`src/rtl/fp_square_unit_if.sv`:
```
// rtl/fp_square_unit_if.sv - start/result handshake bundle for the floating-point squaring unit
interface fp_square_unit_if #(
    parameter int MW = 8,
    parameter int EW = 8
);
    logic                 DoSquare_i;
    logic                 DoInvSquare_i;
    logic                 s_i;
    logic [MW-1:0]        m_i;
    logic signed [EW-1:0] e_i;
    logic                 s_o;
    logic [MW-1:0]        m_o;
    logic signed [EW-1:0] e_o;
    logic                 valid_o;
    logic                 busy_o;
    logic                 ovf_o;
    logic                 zero_o;

    modport master (
        output DoSquare_i, DoInvSquare_i, s_i, m_i, e_i,
        input  s_o, m_o, e_o, valid_o, busy_o, ovf_o, zero_o
    );

    modport slave (
        input  DoSquare_i, DoInvSquare_i, s_i, m_i, e_i,
        output s_o, m_o, e_o, valid_o, busy_o, ovf_o, zero_o
    );
endinterface

```
`src/rtl/fp_square_unit.sv`:
```
// rtl/fp_square_unit.sv - iterative x^2 / 1/x^2 unit: normalise, shift-add multiply, round, restoring divide
module fp_square_unit #(
    parameter int MW = 8,
    parameter int EW = 8
) (
    input logic            clk,
    input logic            rst,
    fp_square_unit_if.slave bus
);
    localparam int XW = EW + 3;
    localparam int CW = $clog2(MW + 1);
    localparam logic signed [XW-1:0] E_ONE = XW'(1);
    localparam logic signed [XW-1:0] E_MAX = XW'(2 ** (EW - 1) - 1);
    localparam logic signed [XW-1:0] E_MIN = XW'(-(2 ** (EW - 1)));

    typedef enum logic [2:0] {
        S_IDLE,
        S_NORM,
        S_MUL,
        S_RND,
        S_DIV,
        S_DONE
    } state_t;

    state_t state_q, state_d;

    // working mantissa/exponent, reused as M/E after rounding and after division
    logic [MW-1:0]        m_q, m_d;
    logic signed [XW-1:0] e_q, e_d;
    // multiplier: shifted multiplicand, remaining multiplier bits, accumulated product
    logic [2*MW-1:0]      mc_q, mc_d;
    logic [MW-1:0]        mp_q, mp_d;
    logic [2*MW-1:0]      p_q, p_d;
    // divider: partial remainder (always < M) and quotient bits gathered so far
    logic [MW-1:0]        rem_q, rem_d;
    logic [MW-1:0]        q_q, q_d;
    logic [CW-1:0]        cnt_q, cnt_d;
    logic                 inv_q, inv_d;
    logic                 zin_q, zin_d;

    logic [MW-1:0]        m_o_q, m_o_d;
    logic [EW-1:0]        e_o_q, e_o_d;
    logic                 valid_o_q, valid_o_d;
    logic                 busy_o_q, busy_o_d;
    logic                 ovf_o_q, ovf_o_d;
    logic                 zero_o_q, zero_o_d;

    logic                 start;
    logic [MW:0]          rnd_sum;
    logic signed [XW-1:0] e_rnd;
    logic [MW-1:0]        m_fin;
    logic signed [XW-1:0] e_fin;
    logic [MW:0]          rem_sh;
    logic                 q_bit;
    logic [MW:0]          q_full;
    logic                 unused_bits;

    // product bits below the rounding position and the input sign never affect the result
    assign unused_bits = ^{p_q[MW-3:0], bus.s_i};

    // next-state, datapath step and output staging
    always_comb begin
        state_d   = state_q;
        m_d       = m_q;
        e_d       = e_q;
        mc_d      = mc_q;
        mp_d      = mp_q;
        p_d       = p_q;
        rem_d     = rem_q;
        q_d       = q_q;
        cnt_d     = cnt_q;
        inv_d     = inv_q;
        zin_d     = zin_q;
        m_o_d     = m_o_q;
        e_o_d     = e_o_q;
        ovf_o_d   = ovf_o_q;
        zero_o_d  = zero_o_q;
        valid_o_d = 1'b0;

        start = bus.DoSquare_i | bus.DoInvSquare_i;

        // round-to-nearest, ties up; the product may sit in [1,2) or [2,4)
        if (p_q[2*MW-1]) begin
            rnd_sum = {1'b0, p_q[2*MW-1:MW]} + {{MW{1'b0}}, p_q[MW-1]};
            e_rnd   = e_q + E_ONE;
        end else begin
            rnd_sum = {1'b0, p_q[2*MW-2:MW-1]} + {{MW{1'b0}}, p_q[MW-2]};
            e_rnd   = e_q;
        end
        m_fin = rnd_sum[MW] ? {1'b1, {(MW-1){1'b0}}} : rnd_sum[MW-1:0];
        e_fin = rnd_sum[MW] ? e_rnd + E_ONE : e_rnd;

        // one restoring-division step; dividend bits brought in are all zero
        rem_sh = {rem_q, 1'b0};
        q_bit  = (rem_sh >= {1'b0, m_q});
        q_full = {q_q, q_bit};

        case (state_q)
            S_IDLE, S_DONE: begin
                state_d = S_IDLE;
                if (start) begin
                    m_d     = bus.m_i;
                    e_d     = {{3{bus.e_i[EW-1]}}, bus.e_i};
                    inv_d   = ~bus.DoSquare_i;
                    zin_d   = (bus.m_i == '0);
                    state_d = S_NORM;
                end
            end
            S_NORM: begin
                if (zin_q) begin
                    state_d = S_RND;
                end else if (m_q[MW-1]) begin
                    mc_d    = {{MW{1'b0}}, m_q};
                    mp_d    = m_q;
                    p_d     = '0;
                    cnt_d   = '0;
                    e_d     = e_q <<< 1;
                    state_d = S_MUL;
                end else begin
                    m_d = m_q << 1;
                    e_d = e_q - E_ONE;
                end
            end
            S_MUL: begin
                if (mp_q[0]) begin
                    p_d = p_q + mc_q;
                end
                mc_d  = mc_q << 1;
                mp_d  = mp_q >> 1;
                cnt_d = cnt_q + CW'(1);
                if (cnt_q == CW'(MW - 1)) begin
                    state_d = S_RND;
                end
            end
            S_RND: begin
                if (zin_q) begin
                    state_d = S_DONE;
                end else begin
                    m_d = m_fin;
                    e_d = e_fin;
                    if (inv_q) begin
                        rem_d   = {2'b01, {(MW-2){1'b0}}};
                        q_d     = '0;
                        cnt_d   = '0;
                        state_d = S_DIV;
                    end else begin
                        state_d = S_DONE;
                    end
                end
            end
            S_DIV: begin
                rem_d = q_bit ? rem_sh[MW-1:0] - m_q : rem_sh[MW-1:0];
                q_d   = q_full[MW-1:0];
                cnt_d = cnt_q + CW'(1);
                if (cnt_q == CW'(MW)) begin
                    state_d = S_DONE;
                    if (q_full[MW]) begin
                        m_d = {1'b1, {(MW-1){1'b0}}};
                        e_d = -e_q;
                    end else begin
                        m_d = q_full[MW-1:0];
                        e_d = -e_q - E_ONE;
                    end
                end
            end
            default: state_d = S_IDLE;
        endcase

        busy_o_d = (state_d != S_IDLE) && (state_d != S_DONE);

        // results and flags change only on the edge that raises valid_o
        if (state_d == S_DONE) begin
            valid_o_d = 1'b1;
            ovf_o_d   = 1'b0;
            zero_o_d  = 1'b0;
            if ((zin_q && inv_q) || (!zin_q && (e_d > E_MAX))) begin
                m_o_d   = '1;
                e_o_d   = E_MAX[EW-1:0];
                ovf_o_d = 1'b1;
            end else if (zin_q || (e_d < E_MIN)) begin
                m_o_d    = '0;
                e_o_d    = '0;
                zero_o_d = 1'b1;
            end else begin
                m_o_d = m_d;
                e_o_d = e_d[EW-1:0];
            end
        end
    end

    // state and datapath registers
    always_ff @(posedge clk or negedge rst) begin
        if (!rst) begin
            state_q   <= S_IDLE;
            m_q       <= '0;
            e_q       <= '0;
            mc_q      <= '0;
            mp_q      <= '0;
            p_q       <= '0;
            rem_q     <= '0;
            q_q       <= '0;
            cnt_q     <= '0;
            inv_q     <= 1'b0;
            zin_q     <= 1'b0;
            m_o_q     <= '0;
            e_o_q     <= '0;
            valid_o_q <= 1'b0;
            busy_o_q  <= 1'b0;
            ovf_o_q   <= 1'b0;
            zero_o_q  <= 1'b0;
        end else begin
            state_q   <= state_d;
            m_q       <= m_d;
            e_q       <= e_d;
            mc_q      <= mc_d;
            mp_q      <= mp_d;
            p_q       <= p_d;
            rem_q     <= rem_d;
            q_q       <= q_d;
            cnt_q     <= cnt_d;
            inv_q     <= inv_d;
            zin_q     <= zin_d;
            m_o_q     <= m_o_d;
            e_o_q     <= e_o_d;
            valid_o_q <= valid_o_d;
            busy_o_q  <= busy_o_d;
            ovf_o_q   <= ovf_o_d;
            zero_o_q  <= zero_o_d;
        end
    end

    // squares are never negative
    assign bus.s_o     = 1'b0;
    assign bus.m_o     = m_o_q;
    assign bus.e_o     = e_o_q;
    assign bus.valid_o = valid_o_q;
    assign bus.busy_o  = busy_o_q;
    assign bus.ovf_o   = ovf_o_q;
    assign bus.zero_o  = zero_o_q;
endmodule

```
`src/flat_wrapper.sv`:
```
// flat-port wrapper written by rule: the top's interface ports become plain ports
module fp_square_unit_flat 
#(
    parameter int MW = 8,
    parameter int EW = 8
)
  (clk, rst, bus_DoSquare_i, bus_DoInvSquare_i, bus_s_i, bus_m_i, bus_e_i, bus_s_o, bus_m_o, bus_e_o, bus_valid_o, bus_busy_o, bus_ovf_o, bus_zero_o);
  fp_square_unit_if #(.MW(MW), .EW(EW)) bus_i ();
  input logic clk;
  input logic rst;
  input wire logic [$bits(bus_i.DoSquare_i)-1:0] bus_DoSquare_i;
  input wire logic [$bits(bus_i.DoInvSquare_i)-1:0] bus_DoInvSquare_i;
  input wire logic [$bits(bus_i.s_i)-1:0] bus_s_i;
  input wire logic [$bits(bus_i.m_i)-1:0] bus_m_i;
  input wire logic [$bits(bus_i.e_i)-1:0] bus_e_i;
  output wire logic [$bits(bus_i.s_o)-1:0] bus_s_o;
  output wire logic [$bits(bus_i.m_o)-1:0] bus_m_o;
  output wire logic [$bits(bus_i.e_o)-1:0] bus_e_o;
  output wire logic [$bits(bus_i.valid_o)-1:0] bus_valid_o;
  output wire logic [$bits(bus_i.busy_o)-1:0] bus_busy_o;
  output wire logic [$bits(bus_i.ovf_o)-1:0] bus_ovf_o;
  output wire logic [$bits(bus_i.zero_o)-1:0] bus_zero_o;
  assign bus_i.DoSquare_i = bus_DoSquare_i;
  assign bus_i.DoInvSquare_i = bus_DoInvSquare_i;
  assign bus_i.s_i = bus_s_i;
  assign bus_i.m_i = bus_m_i;
  assign bus_i.e_i = bus_e_i;
  assign bus_s_o = bus_i.s_o;
  assign bus_m_o = bus_i.m_o;
  assign bus_e_o = bus_i.e_o;
  assign bus_valid_o = bus_i.valid_o;
  assign bus_busy_o = bus_i.busy_o;
  assign bus_ovf_o = bus_i.ovf_o;
  assign bus_zero_o = bus_i.zero_o;
  fp_square_unit #(.MW(MW), .EW(EW)) u_core (.clk(clk), .rst(rst), .bus(bus_i));
endmodule
```
`config.mk`:
```
export PLATFORM = sky130hd
export DESIGN_NAME = fp_square_unit_flat
export DESIGN_NICKNAME = d
export VERILOG_FILES = /design/src/rtl/fp_square_unit_if.sv /design/src/rtl/fp_square_unit.sv /design/src/flat_wrapper.sv
export SDC_FILE = /design/constraint.sdc
export NUM_CORES = 1
export LEC_CHECK = 0
export CAP_MARGIN = 25
export CORE_ASPECT_RATIO = 0.5
export CORE_MARGIN = 1.5
export CORE_UTILIZATION = 50
export DETAILED_ROUTE_END_ITERATION = 10
export DONT_BUFFER_PORTS = 1
export GPL_TIMING_DRIVEN = 1
export PLACE_DENSITY = 0.68
export RECOVER_POWER = 100
export REMOVE_ABC_BUFFERS = 1
export SLEW_MARGIN = 10
export SYNTH_ARGS = -nofsm -noshare
export SYNTH_HDL_FRONTEND = slang
export SYNTH_SLANG_ARGS = --single-unit
export TNS_END_PERCENT = 20
```
`constraint.sdc`:
```
create_clock -name clk -period 3.9 [get_ports clk]
set_input_delay 0.78 -clock clk [delete_from_list [all_inputs] [get_ports clk]]
set_output_delay 0.78 -clock clk [all_outputs]
set_load 0.05 [all_outputs]
```
After elaboration in Yosys (flattened, before gate mapping)
Index checks and enable logic that the tools add are counted.
{ "word_totals": {"ff_bits": 104} }
{ "op_classes": {"addsub": 10, "order_cmp": 3, "eq_ne": 14, "muxes": 56, "n_bitwise": 2, "reduce_logical": 19} }
{ "ops": {"columns": ["operator", "n"], "rows": [
  ["8-bit two-way mux", 18],
  ["11-bit two-way mux", 8],
  ["16-bit two-way mux", 5],
  ["16-bit one-hot mux with 2 select lines", 2],
  ["8-bit one-hot mux with 2 select lines", 3],
  ["11-bit one-hot mux with 4 select lines", 1],
  ["8-bit one-hot mux with 4 select lines", 1],
  ["11-bit by 2-bit adder with 11-bit output, second input constant", 2],
  ["11-bit by 2-bit subtractor with 11-bit output, second input constant", 2],
  ["8-bit by 1-bit adder with 9-bit output", 2],
  ["16-bit adder", 1],
  ["4-bit two-way mux", 4],
  ["3-bit two-way mux", 5],
  ["3-bit one-hot mux with 5 select lines", 1],
  ["4-bit one-hot mux with 3 select lines", 1],
  ["11-bit by 8-bit greater-than comparator with 1-bit output, second input constant", 1],
  ["11-bit by 8-bit < comparator with 1-bit output, second input constant", 1],
  ["11-bit negator", 1],
  ["3-bit == test, second input constant", 3],
  ["9-bit by 8-bit >= comparator with 1-bit output", 1],
  ["9-bit two-way mux", 1],
  ["8-bit logical NOT", 1],
  ["8-bit subtractor", 1],
  ["3-bit by 2-bit == test with 1-bit output, second input constant", 2],
  ["21 further kinds", 36]
]} }

Depth between registers and ports, before layout
{ "depth": {"word_depth": 10, "ltp_mapped": 17} }

Worst setup path after synthesis
OpenSTA, ideal clock, no wires.
{ "synth_timing": {"path_type": "register to register", "start": "reg u_core.e_q[0]", "end": "reg u_core.e_o_q[2], in the netlist u_core.bus.e_o[2]", "arrival_time_ns": 3.613, "t_required_ns": 3.774, "slack_ns": 0.161, "stages_incl_launch_ff": 18, "synth_period_minus_slack_ns": 3.739, "path_cell_list": "dfrtp_1 clkbuf_1 clkbuf_1 inv_1 ha_1 nand2_1 o21ai_0 ha_1 nand2_1 a211oi_1 o211ai_1 nand2b_1 mux2i_1 a221o_1 nor4_4 o32ai_4 buf_6 a221o_1"} }
{ "synth_via": {"elab_chain_cells": 10, "elab_cells_between_ends": 21, "cone_classes": "add/sub: 5; order compare: 2; mux: 11; reduce/logical: 3"} }
{ "synth_rtl": {"columns": ["item", "line", "source"], "rows": [
  ["start: declaration", "fp_square_unit.sv:29", "logic signed [XW-1:0] e_q, e_d;"],
  ["start signal: assignment", "fp_square_unit.sv:196", "e_q <= '0;"],
  ["start signal: assignment", "fp_square_unit.sv:214", "e_q <= e_d;"],
  ["11-bit by 2-bit adder with 11-bit output", "fp_square_unit.sv:85", "e_rnd = e_q + E_ONE;"],
  ["11-bit two-way mux", "fp_square_unit.sv:83", "if (p_q[2*MW-1]) begin"],
  ["11-bit by 2-bit adder with 11-bit output", "fp_square_unit.sv:91", "e_fin = rnd_sum[MW] ? e_rnd + E_ONE : e_rnd;"],
  ["11-bit two-way mux", "fp_square_unit.sv:91", null],
  ["11-bit two-way mux", "fp_square_unit.sv:136", "if (zin_q) begin"],
  ["11-bit one-hot mux with 4 select lines (*)", "fp_square_unit.sv:98", "case (state_q)"],
  ["via u_core.e_d[8]", "fp_square_unit.sv:29", null],
  ["11-bit by 8-bit < comparator with 1-bit output or 11-bit by 8-bit greater-than comparator with 1-bit output (tied branches)", "fp_square_unit.sv:180, fp_square_unit.sv:176", null],
  ["1-bit logical OR or 1-bit logical AND (tied branches)", "fp_square_unit.sv:180, fp_square_unit.sv:176", null],
  ["8-bit two-way mux or 1-bit logical OR (tied branches)", "fp_square_unit.sv:180, fp_square_unit.sv:176", null],
  ["8-bit two-way mux (*)", "fp_square_unit.sv:176", "if ((zin_q && inv_q) || (!zin_q && (e_d > E_MAX))) begin"],
  ["end signal: assignment", "fp_square_unit.sv:224", "e_o_q <= e_o_d;"],
  ["end: declaration", "fp_square_unit.sv:42", "logic [EW-1:0] e_o_q, e_o_d;"]
]} }
The timed path passes the listed nets; every way through them passes the cells marked *.
A chain may end at the register's enable or synchronous reset.

Final worst setup path
{ "layout_timing": {"start": "reg u_core.e_q[1]", "end": "reg u_core.e_o_q[3], in the netlist u_core.bus.e_o[3]"} }
The elaborated chain is that of the path after synthesis.

==> results.txt <==
Number of rows created at floorplan = 31
Setup repair after global routing missed its margin = false
Int Pwr = 3.56 mW
Global-route wire length before repair = 33700 um
Clock H-tree levels = 3
Multi-input gate area = 4400 um^2
Port buffer count = 0
Final net count = 909
Fraction of final layout cells sized beyond drive strength 1 = 7.69%
Setup skew after layout = 0.0101 ns
Proportion of synthesized flip-flops having asynchronous set or reset = 100%
Hold/Removal Path Class = input pin to asynchronous set/reset pin
Number of sinks driven by the clock tree = 104
Number of I/O pins = 42
Hold violation count in the final report = 0
Antenna cell count = 0
Met3 WL = 1320 um
Grt ovf = 0
Number of antenna violations at the first check in global routing = 0
DR WL/cell = 19.9 um
Root Driver = sky130_fd_sc_hd__clkbuf_16
Endpoint of the most critical register-to-register path = u_core.bus.e_o[3]
Max layer used = met4
Post-Syn Area = 7330 um^2
Total DRC errors in the routed layout = 0
Cell count after synthesis = 851
Ys Warns = 0
Highest achievable clock rate = 273 MHz
Layout Utilization = 55.1%
Launching element type of the critical path = register
Sum of routed wire segments on met1 = 10000 um
Switching power summed over all nets = 3.61 mW
Part of the power in the clock network = 12.4%
Largest fanout on the critical path = 15
Initial Util = 50.9%
Critical path origin = u_core.e_q[1]
Status = completed
Horizontal die dimension = 174 um
Most common cell after layout, fill and taps aside = sky130_fd_sc_hd__dfrtp_1
DRT Pass-1 Iters = 7
Final setup vio count = 0
Mapped Avg Cell Area = 8.61 um^2
Minimum clock period after layout = 3.66 ns
Depth of the worst register-to-register path = 12
Number of buffers inserted by post-CTS setup repair = 0
Area growth from synthesis to layout = 8.28%
Post-CTS resize count = 0
Type of the worst setup path = register to register
Sequential-to-total area share from yosys stat = 35.5%
Worst skew pair latency = 0.35 ns
Setup TNS = 0 ns
Global-route total usage across every layer = 27.9%
Synth cell types = 73
Sequential cell area = 2600 um^2
Share of total power in combinational logic = 55.6%
Static Leakage = 3.44 nW
Arrival time of data at the critical path endpoint = 3.89 ns
Via/cell ratio = 6.46
Worst max-slew margin expressed relative to the limit = 36.2%
Number of enable flip-flop cells after synthesis = 0
Worst-margin pin slew = 0.958 ns
Drt initial violations = 848
Clock Pin Slew Worst Setup and Hold Paths = 0.07 ns
Worst setup path endpoint = u_core.bus.e_o[3]
Switching share of power = 50.3%
Met2 routed wirelength = 9370 um
Floorplan die height = 88.6 um
Routability congestion estimate from global placement = 0.944
Req. time, crit path = 4.13 ns
Most used flip-flop cell after synthesis = sky130_fd_sc_hd__dfrtp_1
Via count of the first global-routing pass = 6177
Die Outline Area = 15400 um^2
Total via count in the routed design = 6824
Maximum number of pins on one net before global-route repair = 105
Placeable core region = 14400 um^2
Hpwl dp = 15300 um
Maximum clock path buffer count = 2
Sequential Power Share = 31.9%
Crit share post-route = 93.9%
Number of maximum-capacitance violations = 0
Flip-flop and latch count after synthesis = 104
Type of destination of the critical path = register
Max-slew violation count = 0
Worst vdd rail ir drop = 0.305 mV
CTS tree = done
Most used cells in the layout excluding fill and tap cells = sky130_fd_sc_hd__dfrtp_1, sky130_fd_sc_hd__nand2_1, sky130_fd_sc_hd__o21ai_0, sky130_fd_sc_hd__a21oi_1, sky130_fd_sc_hd__nor2_1
Total wire length after detailed routing = 21000 um
# fillers = 1354
Clock buffers created by TritonCTS = 9
PwrDens = 904 nW/um^2
Critical register-to-register path startpoint = u_core.e_q[1]
R2R Setup Slk = 0.24 ns
Remaining antenna violation count = 0
Hold-fix buffers, CTS = 0
power by group through the flow:
stage | combinational, mW | sequential, mW | clock [mW]
floorplan | 2.72 | 2.31 | 0
CTS | 3.98 | 2.29 | 0.901
detailed placement | 3.96 | 2.30 | 0
global placement | 3.87 | 2.29 | 0
global route | 4.41 | 2.36 | 0.944
finish | 3.99 | 2.29 | 0.892
Yosys cell counts (15+ instances only):
cell | instances | area share, %
sky130_fd_sc_hd__dfrtp_1 | 104 | 36
sky130_fd_sc_hd__nand2_1 | 100 | 5.1
sky130_fd_sc_hd__o21ai_0 | 76 | 5.2
sky130_fd_sc_hd__a21oi_1 | 52 | 3.6
sky130_fd_sc_hd__nor2_1 | 50 | 2.6
sky130_fd_sc_hd__clkbuf_1 | 40 | 2.0
sky130_fd_sc_hd__nand3_1 | 36 | 2.5
sky130_fd_sc_hd__ha_1 | 33 | 5.6
sky130_fd_sc_hd__a221o_1 | 30 | 4.1
sky130_fd_sc_hd__inv_1 | 27 | 1.4
sky130_fd_sc_hd__xnor2_1 | 27 | 3.2
sky130_fd_sc_hd__nor3_1 | 21 | 1.4
sky130_fd_sc_hd__a22o_1 | 19 | 2.3
sky130_fd_sc_hd__xor2_1 | 15 | 1.8
critical path, stage by stage (launching register included):
cell and delay [ns]:
sky130_fd_sc_hd__dfrtp_1 0.38, sky130_fd_sc_hd__inv_1 0.11, sky130_fd_sc_hd__ha_1 0.33, sky130_fd_sc_hd__inv_1 0.15
sky130_fd_sc_hd__or3_4 0.41, sky130_fd_sc_hd__a222oi_1 0.50, sky130_fd_sc_hd__nand2_1 0.13, sky130_fd_sc_hd__xnor2_1 0.15
sky130_fd_sc_hd__a221o_1 0.42, sky130_fd_sc_hd__nor4_4 0.29, sky130_fd_sc_hd__o32ai_4 0.14, sky130_fd_sc_hd__buf_4 0.22
sky130_fd_sc_hd__a221o_1 0.29
worst min-delay path by stage:
stage,start,to,slack (ns),cells past startpoint
6_report,rst,u_core.bus.e_o[3],0.12,0
5_1_grt,rst,u_core.mc_q[15],0.11,0
4_1_cts,rst,u_core.p_q[10],0.11,0
3_5_place_dp,u_core.rem_q[7],u_core.rem_q[7],0.47,2
3_3_place_gp,u_core.rem_q[7],u_core.rem_q[7],0.46,2
2_1_floorplan,u_core.rem_q[7],u_core.rem_q[7],0.45,2
stage by stage:
stage          hold slack [ns]  instances  area, um^2  setup WS [ns]  power (mW)
2_1_floorplan            0.451        798        7100          0.469        5.02
5_1_grt                  0.107       1056        7930         0.0213        7.71
3_3_place_gp             0.463       1040        7680          0.215        6.16
6_report                 0.121       1056        7930          0.239        7.17
4_1_cts                  0.111       1056        7960          0.117        7.17
3_5_place_dp             0.474       1040        7680          0.137        6.26
cell families after synthesis:
group / count (synthesis) / share of synthesized area, %
AND/OR/NAND/NOR: 288 / 19.4
AO/OA/AOI/OAI: 285 / 27.3
flip-flops: 104 / 35.5
buffers and inverters: 83 / 4.68
XOR/XNOR: 42 / 5.02
adder cells (fa/ha/maj): 35 / 6.18
multiplexers: 13 / 1.83
other: 1 / 0.0512
cell type report:
cell class | instances | share of cell area [%]
flip-flops and latches | 104 | 32.8
well taps | 198 | 3.12
clock buffers | 10 | 2.89
repair buffers | 44 | 3.74
clock inverters | 6 | 0.631
multi-input cells | 664 | 55.4
inverters | 30 | 1.42
state kept, by name (all words and copies together), names as in the netlist, 3 cells and up:
signal	count
u_core.bus.e_o	8
u_core.bus.m_o	8
u_core.cnt_q	4
u_core.e_q	11
u_core.m_q	8
u_core.mc_q	16
u_core.mp_q	8
u_core.p_q	16
u_core.q_q	8
u_core.rem_q	8
u_core.state_q	3
metal layers:
metal / GRT usage (%) / up-vias
met5: 0 / -
met4: 7.92 / 0
met3: 3.39 / 34
met2: 44.3 / 286
met1: 40.5 / 3313
li1: - / 3191
No activity file was read; power rests on OpenSTA's default activity.
